$ cat config.mk
export PLATFORM = sky130hd
export DESIGN_NAME = xin_bitplane_feeder
export DESIGN_NICKNAME = d
export VERILOG_FILES = /design/src/rtl/xin_bitplane_feeder.sv
export SDC_FILE = /design/constraint.sdc
export NUM_CORES = 2
export LEC_CHECK = 0
export ABC_AREA = 1
export BUFFER_PORTS_ARGS = -buffer_cell sky130_fd_sc_hd__buf_2
export CORE_AREA = 2 2 511 513
export DETAILED_ROUTE_END_ITERATION = 8
export DIE_AREA = 0 0 513 515
export SYNTH_ARGS = -nofsm -noshare
export SYNTH_HDL_FRONTEND = slang
export SYNTH_SLANG_ARGS = --single-unit
$ cat constraint.sdc
create_clock -name clk -period 123.5 [get_ports clk]
set_input_delay 0 -clock clk [delete_from_list [all_inputs] [get_ports clk]]
set_output_delay 0 -clock clk [all_outputs]
set_load 0.02 [all_outputs]
$ cat src/rtl/xin_bitplane_feeder.sv
// xin_bitplane_feeder: takes one vector of multi-bit activations per handshake
// and presents it as bit-planes on xin, MSB first, one plane per cycle. It
// also drives the accumulate strobes and flags when the accumulator result is
// valid. A single pending slot lets consecutive vectors stream with no bubble.
module xin_bitplane_feeder #(
  parameter int INPUT_WIDTH = 144,
  parameter int ACT_BITS    = 8,
  parameter int ACC_LAT     = 1
) (
  input  logic                            clk,
  input  logic                            rst_n,
  input  logic                            in_valid,
  output logic                            in_ready,
  input  logic [INPUT_WIDTH*ACT_BITS-1:0] in_data,
  input  logic                            in_signed,
  output logic [INPUT_WIDTH-1:0]          xin,
  output logic                            plane_valid,
  output logic                            start_acc,
  output logic                            signed_op,
  output logic                            busy,
  output logic                            nout_valid
);

  localparam int DW = INPUT_WIDTH * ACT_BITS;
  localparam int KW = $clog2(ACT_BITS);
  localparam logic [KW-1:0] K_MSB = KW'(ACT_BITS - 1);

  typedef enum logic {S_IDLE, S_STREAM} state_t;

  state_t                 state_q;
  logic [KW-1:0]          k_q;
  logic                   pend_v_q;
  logic                   pend_sgn_q;
  logic [DW-1:0]          vec_q;
  logic [DW-1:0]          pend_q;
  logic [ACC_LAT-1:0]     dl_q;
  logic [INPUT_WIDTH-1:0] xin_q;
  logic                   pv_q;
  logic                   sa_q;
  logic                   so_q;

  logic          xfer;
  logic          last_plane;
  logic          load_in;
  logic          load_pend;
  logic          fill_pend;
  logic [DW-1:0] new_vec;
  logic          new_sgn;

  // Extract bit kk of every element as one plane.
  function automatic logic [INPUT_WIDTH-1:0] plane_of(input logic [DW-1:0] v,
                                                      input logic [KW-1:0] kk);
    logic [INPUT_WIDTH-1:0] p;
    p = '0;
    for (int i = 0; i < INPUT_WIDTH; i++) begin
      p[i] = v[i*ACT_BITS + int'(kk)];
    end
    return p;
  endfunction

  // Ready depends only on the registered slot; held low while in reset.
  assign in_ready   = rst_n && !pend_v_q;
  assign xfer       = in_valid && in_ready;
  assign last_plane = (state_q == S_STREAM) && (k_q == '0);
  // An incoming vector goes straight to the shift register when idle, or when
  // it arrives on the final plane with nothing pending (bypass, no bubble).
  assign load_in    = xfer && ((state_q == S_IDLE) || (last_plane && !pend_v_q));
  assign load_pend  = last_plane && pend_v_q;
  assign fill_pend  = xfer && !load_in;
  assign new_vec    = load_in ? in_data : pend_q;
  assign new_sgn    = load_in ? in_signed : pend_sgn_q;

  assign xin         = xin_q;
  assign plane_valid = pv_q;
  assign start_acc   = sa_q;
  assign signed_op   = so_q;
  assign nout_valid  = dl_q[ACC_LAT-1];
  assign busy        = pv_q || pend_v_q || (|dl_q);

  // Vector storage: active shift source and the pending slot.
  always_ff @(posedge clk) begin
    if (load_in || load_pend) begin
      vec_q <= new_vec;
    end
    if (fill_pend) begin
      pend_q     <= in_data;
      pend_sgn_q <= in_signed;
    end
  end

  // Plane sequencer, registered outputs, pending flag and result delay line.
  always_ff @(posedge clk) begin
    if (!rst_n) begin
      state_q  <= S_IDLE;
      k_q      <= '0;
      pend_v_q <= 1'b0;
      dl_q     <= '0;
      xin_q    <= '0;
      pv_q     <= 1'b0;
      sa_q     <= 1'b0;
      so_q     <= 1'b0;
    end else begin
      dl_q <= ACC_LAT'({dl_q, last_plane});
      if (fill_pend) begin
        pend_v_q <= 1'b1;
      end else if (load_pend) begin
        pend_v_q <= 1'b0;
      end
      case (state_q)
        S_IDLE: begin
          if (load_in) begin
            state_q <= S_STREAM;
            k_q     <= K_MSB;
            pv_q    <= 1'b1;
            xin_q   <= plane_of(in_data, K_MSB);
            sa_q    <= 1'b1;
            so_q    <= in_signed;
          end else begin
            pv_q  <= 1'b0;
            xin_q <= '0;
            sa_q  <= 1'b0;
            so_q  <= 1'b0;
          end
        end
        S_STREAM: begin
          if (k_q != '0) begin
            k_q   <= k_q - 1'b1;
            xin_q <= plane_of(vec_q, k_q - 1'b1);
            sa_q  <= 1'b0;
            so_q  <= 1'b0;
          end else if (load_in || load_pend) begin
            k_q   <= K_MSB;
            xin_q <= plane_of(new_vec, K_MSB);
            sa_q  <= 1'b1;
            so_q  <= new_sgn;
          end else begin
            state_q <= S_IDLE;
            pv_q    <= 1'b0;
            xin_q   <= '0;
            sa_q    <= 1'b0;
            so_q    <= 1'b0;
          end
        end
        default: state_q <= S_IDLE;
      endcase
    end
  end

endmodule

### Yosys cells after proc, flatten, opt, wreduce, memory -nomap -nowiden

Index checks and enable logic that the tools add are counted.

* equal/unequal tests: 4
* reduce and logical (&&, ||, !) cells: 18
* multiplexer cells: 456
* bitwise operators: 1
* add/sub/neg operators: 144
* $lt $le $gt $ge: 144

Operators with widths (count)
* 1-bit binary-select mux with 11-bit select: 143
* 1152-bit two-way mux: 1
* 11-bit by 12-bit less-than comparator with 1-bit output, second input constant: 64
* 10-bit by 3-bit adder with 11-bit output, first input constant: 64
* 144-bit two-way mux: 3
* 10-bit by 12-bit less-than comparator with 1-bit output, second input constant: 32
* 9-bit by 3-bit adder with 10-bit output, first input constant: 32
* 1-bit two-way mux: 299
* 144-bit one-hot mux with 2 select lines: 1
* 11-bit by 3-bit adder with 12-bit output, first input constant: 16
* 12-bit less-than comparator, second input constant: 16
* 9-bit by 12-bit less-than comparator with 1-bit output, second input constant: 16
* 8-bit by 3-bit adder with 9-bit output, first input constant: 16
* 8-bit by 12-bit less-than comparator with 1-bit output, second input constant: 8
* 7-bit by 3-bit adder with 8-bit output, first input constant: 8
* 7-bit by 12-bit less-than comparator with 1-bit output, second input constant: 4
* 6-bit by 3-bit adder with 7-bit output, first input constant: 4
* 6-bit by 12-bit less-than comparator with 1-bit output, second input constant: 2
* 5-bit by 3-bit adder with 6-bit output, first input constant: 2
* 3-bit by 12-bit less-than comparator with 1-bit output, second input constant: 1
* 5-bit by 12-bit less-than comparator with 1-bit output, second input constant: 1
* 3-bit two-way mux: 3
* 1-bit one-hot mux with 2 select lines: 4
* 1-bit logical AND: 7
* 13 further kinds: 20

* bits of input ports: 1156
* output and inout port bits: 150
* bits in registers: 2458
* logic and storage cells: 778

### Depth between registers and ports, before layout

* depth in word-level cells: 9
* mapped depth: 15
* gate-level depth less buffers: 10

### Worst setup path after synthesis

No wires, ideal clock.

* path kind: register -> register
* start: register k_q[0]
* end: register pend_q[0] (enable)
* path slack: 71.476 ns
* buffers on the path: 5
* library setup time: 2.714 ns
* required time: 120.786 ns
* data arrival time: 49.310 ns
* cell stages (with the launch flop): 11
* period minus slack after synthesis: 52.024 ns
* path through: dfxtp_1 > inv_2 > buf_2 > buf_2 > buf_2 > ha_1 > nand3_1 > nand2_1 > buf_2 > buf_1 > nor2_1

* cells in the longest elaborated chain, start to end: 7

Ends and longest elaborated chain
* from (decl): RTL line 31 `logic [KW-1:0] k_q;`
* from (signal assigned): RTL line 127 `k_q <= k_q - 1'b1;`
* 3-bit logical NOT: RTL line 64 `assign last_plane = (state_q == S_STREAM) && (k_q == '0);`
* 1-bit logical AND: RTL line 64
* 1-bit logical AND: RTL line 67 `assign load_in = xfer && ((state_q == S_IDLE) || (last_plane && !pend_v_q));`
* 1-bit logical OR: RTL line 67
* 1-bit logical AND: RTL line 67
* 1-bit logical NOT: RTL line 69 `assign fill_pend = xfer && !load_in;`
* 1-bit logical AND: RTL line 69
* net fill_pend: RTL line 46 `logic fill_pend;`
* to (signal assigned): RTL line 86 `pend_q <= in_data;`
* to (decl): RTL line 35 `logic [DW-1:0] pend_q;`

The timed path passes the listed nets, and every way through them passes these cells.
A chain may end at the register's enable or synchronous reset.

### Worst setup path after layout

* start: register k_q[0]
* end: register pend_q[1110] (enable)

The elaborated chain is that of the path after synthesis.

==> flow_summary.json <==
{
  "stdcell_count": 16900,
  "grt_max_degree": 208,
  "cts_buffer_depth": 4,
  "design_area_um2": 143000,
  "skew_ps": 99.0,
  "grt_pass1_wl_um": 551000,
  "cts_tree": "done",
  "synthesis.nets": 10900,
  "rsz0062_at_grt": "false",
  "async_flop_share_pct": 0,
  "final_util_pct": 55.4,
  "cp.arrival_ps": 8710,
  "synth_area_per_cell_um2": 10.4,
  "wl_um": 378000,
  "synth_top_area_share_pct": 68.1,
  "synth_warnings": 0,
  "fin_crit_sh_pct": 6.68,
  "synth.largest_area_cell": "edfxtp_1",
  "status": "complete, no violations",
  "cts_setup_buffers": 0,
  "numClockSinks": 2458,
  "p_per_area_nw_per_um2": 14.3,
  "placed_area_um2": 111000,
  "r2r-start": "k_q[0]",
  "nFillCells": 21000,
  "drive_above_1_share_pct": 13.4,
  "finalMaxSlewViolations": 0,
  "root_buffer": "clkbuf_16",
  "die_x_um": 513,
  "netlist_area_um2": 102000,
  "ys_seq_elements": 2458,
  "place_inst": 14000,
  "numCtsBuffers": 286,
  "antenna_found_initial": 146,
  "seq_area_frac_synth_pct": 71.1,
  "htreeDepth": 5,
  "crit_type": "flop to flop",
  "syn_inst": 9726,
  "worst_pin_slew_ps": 1290,
  "die_y_um": 515,
  "hold_end": "vec_q[825]",
  "nets": 14400,
  "vias": 87500,
  "clkTransAtPathRegs_ps": 60,
  "crit_path_start_kind": "flop",
  "hp-class": "input pin to flop",
  "whs_ps": 57.4,
  "hold_buffers": 2324,
  "cp-end-kind": "flop",
  "syn_to_final_growth_pct": 41.0,
  "setup_viol_count_final": 0,
  "relSlewSlack_pct": 14.0,
  "grt_pass1_vias": 87300,
  "num_rows": 187,
  "synth.most_common_cell": "nand2_1",
  "cp_max_fo": 169,
  "post-dp-hpwl_um": 214000,
  "synth-main-ff-cell": "edfxtp_1",
  "min_period_ps": 8250,
  "io_buffer_count": 1305,
  "power.leakage_nw": 59.7,
  "fin_setup_tns_ps": 0,
  "crit_required_ps": 123960,
  "route.detailed.drc": 0,
  "ff2ff_path_depth": 10,
  "hp-start": "in_data[825]",
  "synth_cell_type_count": 26,
  "hold-path-cell-count": 4,
  "fp.dieArea_um2": 264000,
  "synthTopCellsByCount": "nand2_1 (4393), edfxtp_1 (2305), nor2_1 (1049), nand3_1 (439), o21ai_0 (373)",
  "place.gp.congestion": 0.871,
  "synth-edff-count": 2305,
  "start_util_pct": 39.3,
  "clk_latency_ps": 950,
  "ioPinCount": 1306,
  "synthTopCellsByArea": "edfxtp_1 (68%), nand2_1 (16%), nor2_1 (3.9%)",
  "dr.pass1.iters": 7,
  "routedWlPerCell_um": 22.3,
  "coreArea_um2": 259000,
  "finalHoldViolCount": 0,
  "post_cts_resized": 0,
  "first_iter_violations": 9894,
  "rrSetupSlack_ps": 115250,
  "worstReg2RegEnd": "pend_q[1110]",
  "vias_per_cell": 5.16,
  "vdd_drop_max_uv": 13.5,
  "drv_cap": 0,
  "overflow": 0,
  "track_usage_pct": 27.6,
  "clock.fmax_mhz": 121,
  "ant_nets": 0
}
-- final cells by class --
class,instances,area (um2),area share [%]
multi-input cells,6421,25800,18.0
clock inverters,122,1050,0.733
diodes,126,315,0.220
flip-flops and latches,2458,72300,50.5
well taps,3402,4260,2.97
clock buffers,374,7700,5.37
inverters,310,1190,0.833
repair buffers,3722,30600,21.4
-- layer usage --
metal  track usage, %  up-vias  share of wire (%)  routed length [um]
li1                 -    39100                  -                   -
met1             34.2    41700                 38              143000
met2             44.6     5296                 47              177000
met3             6.83     1258                9.7               36600
met4             14.4       52                5.5               21000
met5                0        -              0.089                 337
-- power by group --
group	total [mW]	switching [mW]	internal [mW]
combinational	0.276	0.171	0.105
sequential	0.960	0.0109	0.949
clock	0.812	0.342	0.470
-- worst max-delay path, cell delays in order, from the launching register on --
cell     delay, ps
dfxtp_4        830
inv_8          440
ha_4           320
nand3_1        120
nand2_4        610
nor2_4         900
buf_12         750
buf_12         600
buf_4          850
buf_4          820
buf_4          930
-- state kept, by name, indices dropped and copies added, names as in the netlist, 3 cells and up --
name and cells:
k_q 3, pend_q 1152, vec_q 1152, xin 144
-- cells by family (layout without fill, tap and decap cells) --
group                    Yosys count  after routing  share of synthesized area (%)
AO/OA/AOI/OAI                    386            386                           1.91
adder cells (fa/ha/maj)            2              2                         0.0246
other                              0            126                              0
buffers and inverters            847           4528                           3.52
XOR/XNOR                           2              2                         0.0172
flip-flops                      2458           2458                           71.1
AND/OR/NAND/NOR                 6031           6031                           23.4
-- through the flow --
step	total power, mW	worst slack, ps
6_report	2.05	115250
5_1_grt	2.11	114850
4_1_cts	2.05	115270
3_5_place_dp	1.18	115320
3_3_place_gp	1.18	115420
2_1_floorplan	1.12	71480
-- cells in the final DEF, fill, tap and decap left out, types with 2 or more instances in the layout --
| master | synthesis | routed |
|---|---|---|
| nand3b_1 | 143 | 143 |
| nand2_8 | 0 | 3 |
| clkbuf_8 | 0 | 19 |
| buf_2 | 293 | 1305 |
| o211ai_1 | 2 | 2 |
| o21ai_1 | 5 | 5 |
| clkbuf_16 | 0 | 287 |
| clkinvlp_4 | 0 | 10 |
| buf_12 | 0 | 12 |
| a21oi_1 | 3 | 3 |
| nor2_1 | 1049 | 1048 |
| nand2_1 | 4393 | 4392 |
| diode_2 | 0 | 126 |
| nor2_4 | 2 | 5 |
| edfxtp_1 | 2305 | 2305 |
| clkinv_8 | 0 | 2 |
| clkbuf_1 | 197 | 68 |
| clkinv_1 | 0 | 45 |
| inv_1 | 306 | 305 |
| dfxtp_1 | 153 | 152 |
| nand3_1 | 439 | 439 |
| clkinv_4 | 0 | 2 |
| o21ai_0 | 373 | 373 |
| clkinv_2 | 0 | 35 |
| bufinv_16 | 0 | 15 |
| inv_8 | 0 | 6 |
| inv_6 | 0 | 10 |
| buf_4 | 7 | 81 |
| dlygate4sd3_1 | 0 | 2324 |
-- how the worst max path moves through the flow --
stage / from / endpoint / cells after the start
after global placement: k_q[0] / pend_q[512] / 10
after global routing: k_q[0] / pend_q[1110] / 10
after CTS: k_q[0] / pend_q[1110] / 10
after floorplan: k_q[0] / pend_q[0] / 10
after detailed placement: k_q[0] / pend_q[512] / 10
final: k_q[0] / pend_q[1110] / 10
No activity file was read; power rests on OpenSTA's default activity.
